**src/rtl/hazard_pipe_regs.sv**
```systemverilog
// Front-end pipeline registers (PC, IF/ID, ID/EX) driven by hazard-unit stall/flush controls,
// with saturating stall/flush/bubble counters and a sticky protocol-error flag.
module hazard_pipe_regs #(
  parameter logic [31:0] RESET_PC = 32'h0000_0000,
  parameter int unsigned CTRL_W   = 12,
  parameter int unsigned CNT_W    = 16
) (
  input  logic              clk,
  input  logic              rst_n,
  input  logic              StallF,
  input  logic              StallD,
  input  logic              FlushD,
  input  logic              FlushE,
  input  logic [31:0]       PCNextF,
  input  logic [31:0]       InstrF,
  input  logic [31:0]       PCPlus4F,
  input  logic [CTRL_W-1:0] CtrlD,
  input  logic [4:0]        RsD,
  input  logic [4:0]        RtD,
  input  logic [4:0]        RdD,
  input  logic [31:0]       SrcAD,
  input  logic [31:0]       SrcBD,
  input  logic [31:0]       SignImmD,
  output logic [31:0]       PCF,
  output logic [31:0]       InstrD,
  output logic [31:0]       PCPlus4D,
  output logic              ValidD,
  output logic [CTRL_W-1:0] CtrlE,
  output logic [4:0]        RsE,
  output logic [4:0]        RtE,
  output logic [4:0]        RdE,
  output logic [31:0]       SrcAE,
  output logic [31:0]       SrcBE,
  output logic [31:0]       SignImmE,
  output logic              ValidE,
  output logic [CNT_W-1:0]  StallCnt,
  output logic [CNT_W-1:0]  FlushCnt,
  output logic [CNT_W-1:0]  BubbleCnt,
  output logic              ProtoErr
);

  logic [CNT_W-1:0] stallCntNext, flushCntNext, bubbleCntNext;
  logic             flushDEff;
  logic             protoErrNext;

  // A flush while D is stalled belongs to an unresolved branch and is ignored.
  assign flushDEff = FlushD & ~StallD;

  function automatic logic [CNT_W-1:0] satInc(input logic [CNT_W-1:0] cnt, input logic en);
    return (en && (cnt != {CNT_W{1'b1}})) ? cnt + CNT_W'(1) : cnt;
  endfunction

  always_comb begin
    stallCntNext  = satInc(StallCnt, StallF);
    flushCntNext  = satInc(FlushCnt, flushDEff);
    bubbleCntNext = satInc(BubbleCnt, FlushE);
    // Stalling only one of F/D either drops or duplicates an instruction.
    protoErrNext  = ProtoErr | (StallF ^ StallD);
  end

  always_ff @(posedge clk or negedge rst_n) begin
    if (!rst_n) begin
      PCF <= RESET_PC;
    end else if (!StallF) begin
      PCF <= PCNextF;
    end
  end

  always_ff @(posedge clk or negedge rst_n) begin
    if (!rst_n) begin
      InstrD   <= '0;
      PCPlus4D <= '0;
      ValidD   <= 1'b0;
    end else if (StallD) begin
      InstrD   <= InstrD;
      PCPlus4D <= PCPlus4D;
      ValidD   <= ValidD;
    end else if (FlushD) begin
      InstrD   <= '0;
      PCPlus4D <= '0;
      ValidD   <= 1'b0;
    end else begin
      InstrD   <= InstrF;
      PCPlus4D <= PCPlus4F;
      ValidD   <= 1'b1;
    end
  end

  always_ff @(posedge clk or negedge rst_n) begin
    if (!rst_n) begin
      CtrlE    <= '0;
      RsE      <= '0;
      RtE      <= '0;
      RdE      <= '0;
      SrcAE    <= '0;
      SrcBE    <= '0;
      SignImmE <= '0;
      ValidE   <= 1'b0;
    end else if (FlushE) begin
      CtrlE    <= '0;
      RsE      <= '0;
      RtE      <= '0;
      RdE      <= '0;
      SrcAE    <= '0;
      SrcBE    <= '0;
      SignImmE <= '0;
      ValidE   <= 1'b0;
    end else begin
      CtrlE    <= CtrlD;
      RsE      <= RsD;
      RtE      <= RtD;
      RdE      <= RdD;
      SrcAE    <= SrcAD;
      SrcBE    <= SrcBD;
      SignImmE <= SignImmD;
      ValidE   <= ValidD;
    end
  end

  always_ff @(posedge clk or negedge rst_n) begin
    if (!rst_n) begin
      StallCnt  <= '0;
      FlushCnt  <= '0;
      BubbleCnt <= '0;
      ProtoErr  <= 1'b0;
    end else begin
      StallCnt  <= stallCntNext;
      FlushCnt  <= flushCntNext;
      BubbleCnt <= bubbleCntNext;
      ProtoErr  <= protoErrNext;
    end
  end

endmodule
```
**config.mk**
```make
export PLATFORM = sky130hd
export DESIGN_NAME = hazard_pipe_regs
export DESIGN_NICKNAME = d
export VERILOG_FILES = /design/src/rtl/hazard_pipe_regs.sv
export SDC_FILE = /design/constraint.sdc
export NUM_CORES = 1
export LEC_CHECK = 0
export CAP_MARGIN = 20
export CORE_AREA = 2 2 194 196
export CTS_BUF_LIST = sky130_fd_sc_hd__clkbuf_4
export CTS_CLUSTER_SIZE = 24
export DETAILED_ROUTE_END_ITERATION = 7
export DIE_AREA = 0 0 196 198
export GPL_ROUTABILITY_DRIVEN = 0
export PLACE_DENSITY = 0.57
export SKIP_LAST_GASP = 1
export SYNTH_ARGS = -nofsm -noshare
export SYNTH_HDL_FRONTEND = slang
export SYNTH_SLANG_ARGS = --single-unit
```
**constraint.sdc**
```tcl
create_clock -name clk -period 3.55 [get_ports clk]
set_input_delay 0.355 -clock clk [delete_from_list [all_inputs] [get_ports clk]]
set_output_delay 0.355 -clock clk [all_outputs]
set_load 0.005 [all_outputs]
```
==> impl_metrics.json <==
{
  "outcome": "completed",
  "vias_per_cell": 4.20,
  "path_cells": "clkdlybuf4s50_1",
  "hold_violations": 0,
  "reg2reg_from": "StallCnt[0]",
  "synthCells": 813,
  "worstHoldPathType": "primary input to flop",
  "period_needed_ps": 2130,
  "combPwrFrac_pct": 17.7,
  "rows": 71,
  "place_area_sq_um": 15500,
  "peakVddDrop_mv": 0.256,
  "cp_top_family": "buffers and inverters",
  "critPathLaunch": "FlushCnt[0]",
  "routed_wl_microns": 31700,
  "dieHeight_microns": 198,
  "synth_area_leaders": "dfrtp_1 (67%), nor2b_1 (7.8%), nand2b_1 (4.0%), mux2_2 (3.7%), nand2_1 (3.2%)",
  "grt_use_total_pct": 16.3,
  "power.share.sequential_pct": 45.5,
  "clock_power_share_pct": 36.8,
  "synth_top_cell_area_share_pct": 67.2,
  "netlist_area_sq_um": 10000,
  "max_freq_ghz": 0.470,
  "worst_pin_slew_ps": 826,
  "max_stage_delay_ps": 620,
  "synthArstFlopShare_pct": 100,
  "cts_sinks": 270,
  "crit_path_max_fanout": 5,
  "internal-power_mw": 5.81,
  "cap_viol_max_count": 0,
  "vias": 7944,
  "yosys.area.top_type": "dfrtp_1",
  "cts_max_level": 3,
  "dp_hpwl_microns": 23200,
  "clk_path_buf_depth": 3,
  "drt-met1-wl_microns": 11800,
  "antenna_found_initial": 5,
  "wl_met2_microns": 15400,
  "start_util_pct": 27.2,
  "ys_ff_latch": 270,
  "grt_max_degree": 103,
  "top_layer_used": "met5",
  "p_leak_nw": 7.10,
  "die_area_sq_um": 38800,
  "dr_wl_met3_microns": 3730,
  "worstSetupPathType": "flop to primary output",
  "core_sq_um": 37000,
  "die_w_microns": 196,
  "cts_resized": 0,
  "cp_slowest_cell": "clkdlybuf4s50_1",
  "ios": 495,
  "finalPower_mw": 7.87,
  "remaining_drc_errors": 0,
  "syn_nets": 1041,
  "dp.cells": 1751,
  "finalNetCount": 1586,
  "cts_made_buffers": 77,
  "p_per_area_nw_per_um2": 476,
  "rsz0062_at_grt": "false",
  "cp-start-kind": "flop",
  "fin_cells": 1891,
  "avgSynthCellArea_sq_um": 12.4,
  "path_buf_inv": 1,
  "drt_iter0_drc": 246,
  "grt_pass1_vias": 8412,
  "yosysMostFrequentCell": "dfrtp_1",
  "netlist_top_cells_count": "dfrtp_1 (270), nor2b_1 (125), nand2_1 (87)",
  "seq_area_frac_synth_pct": 67.2,
  "cts_tree": "yes",
  "netSwitchingFraction_pct": 26.2,
  "cp.arrival_ps": 1770,
  "grt_pass1_wl_microns": 48100,
  "yosys_warnings": 0,
  "ant_nets": 0,
  "fin_crit_sh_pct": 60.0,
  "path_clk_slew_ps": 70,
  "clk_latency_ps": 730,
  "synth_cell_types": 37,
  "p_switching_mw": 2.06,
  "overflow": 0,
  "drv_slew": 0,
  "ctsHoldBuffers": 2,
  "slew_headroom_pct": 45.0,
  "drt-pass1-iter-count": 4,
  "root_buffer": "clkbuf_4",
  "cts_setup_buffers": 0,
  "drive_above_1_share_pct": 12.2,
  "wl_per_cell_microns": 16.8,
  "critPathCaptureType": "primary output",
  "setup_viol": 0,
  "min_from": "StallF",
  "tns_ps": 0,
  "area_growth_pct": 64.5,
  "synth-edff-count": 0,
  "synth_flop_cell": "dfrtp_1",
  "fin_area_sq_um": 16500,
  "io_buffers": 494,
  "skew_ps": 26.7,
  "worstPathRequired_ps": 3190
}
==> flip-flops by register name (all words and copies together), names as in the netlist, 12 cells and up <==
name,count
SrcBE,32
SrcAE,32
PCF,32
StallCnt,16
FlushCnt,16
SignImmE,32
CtrlE,12
PCPlus4D,32
BubbleCnt,16
InstrD,32
==> stage by stage <==
stage / hold WS (ps) / worst slack [ps] / utilization, %
after global routing: 74.7 / 1280 / 44.7
after global placement: 452 / 1460 / 42.0
final: 140 / 1420 / 44.7
after floorplan: 59.4 / 1750 / -
after CTS: 34.0 / 1270 / 44.7
after detailed placement: 455 / 1500 / 42.0
==> worst register-to-register path, cell delays in order, from the launching register on <==
cell,delay [ps]
dfrtp_1,420
ha_1,210
nand2_1,100
nor3_1,340
nand3_1,260
nand2_1,180
mux2_2,340
==> cell type report <==
class | count | area (sq um)
Fill cell | 3504 | 20400
Sequential cell | 270 | 6760
Timing Repair Buffer | 506 | 5060
Multi-Input combinational cell | 503 | 3130
Clock buffer | 110 | 826
Tap cell | 474 | 593
Clock inverter | 25 | 151
Antenna cell | 3 | 7.51
==> worst paths after layout <==
| path | to | slack (ps) | cells after the start |
|---|---|---|---|
| setup reg to reg | StallCnt[1] | 1580 | 6 |
| hold / removal | StallCnt[2] | 140 | 2 |
| hold reg to reg | ProtoErr | 460 | 1 |
| setup / recovery | FlushCnt[0] | 1420 | 1 |
| max in group asynchronous | CtrlE[2] | 2370 | 3 |
| min in group asynchronous | PCF[31] | 290 | 2 |
==> power by group through the flow <==
stage / Sequential [mW] / Combinational [mW] / Clock (mW)
after detailed placement: 3.64 / 1.42 / 0
final: 3.58 / 1.39 / 2.90
after global placement: 3.62 / 1.42 / 0
after global routing: 3.63 / 1.52 / 3.20
after CTS: 3.59 / 1.43 / 3.03
after floorplan: 3.62 / 0.371 / 0
==> kinds of logic (layout without fill, tap and decap cells) <==
logic type	count (synthesis)	after routing	synth area share [%]
buffers and inverters	40	641	1.58
other	0	3	0
multiplexers	34	34	3.85
AND/OR/NAND/NOR	350	350	19.4
adder cells (fa/ha/maj)	3	3	0.374
flip-flops	270	270	67.2
AO/OA/AOI/OAI	74	74	3.88
XOR/XNOR	42	42	3.66
==> routing by layer <==
layer | track usage [%] | up-vias
li1 | - | 3801
met4 | 6.93 | 4
met3 | 8.24 | 58
met1 | 17.6 | 3712
met5 | 0 | -
met2 | 27.0 | 369
==> cell usage in the layout (no fill, tap or decap), types with 4 or more instances in the layout <==
master	n
o21ai_0	63
dfrtp_1	270
xnor2_1	27
nor2b_1	125
buf_4	10
mux2_2	33
xor2_1	15
nor3_1	10
and3_1	11
clkinv_2	4
nand3_1	13
clkdlybuf4s50_1	490
nand2_1	87
clkinv_1	17
nor2_1	9
nand4_1	17
nand2b_1	64
clkbuf_4	110
Note: power is estimated with default switching activity, not from simulation.
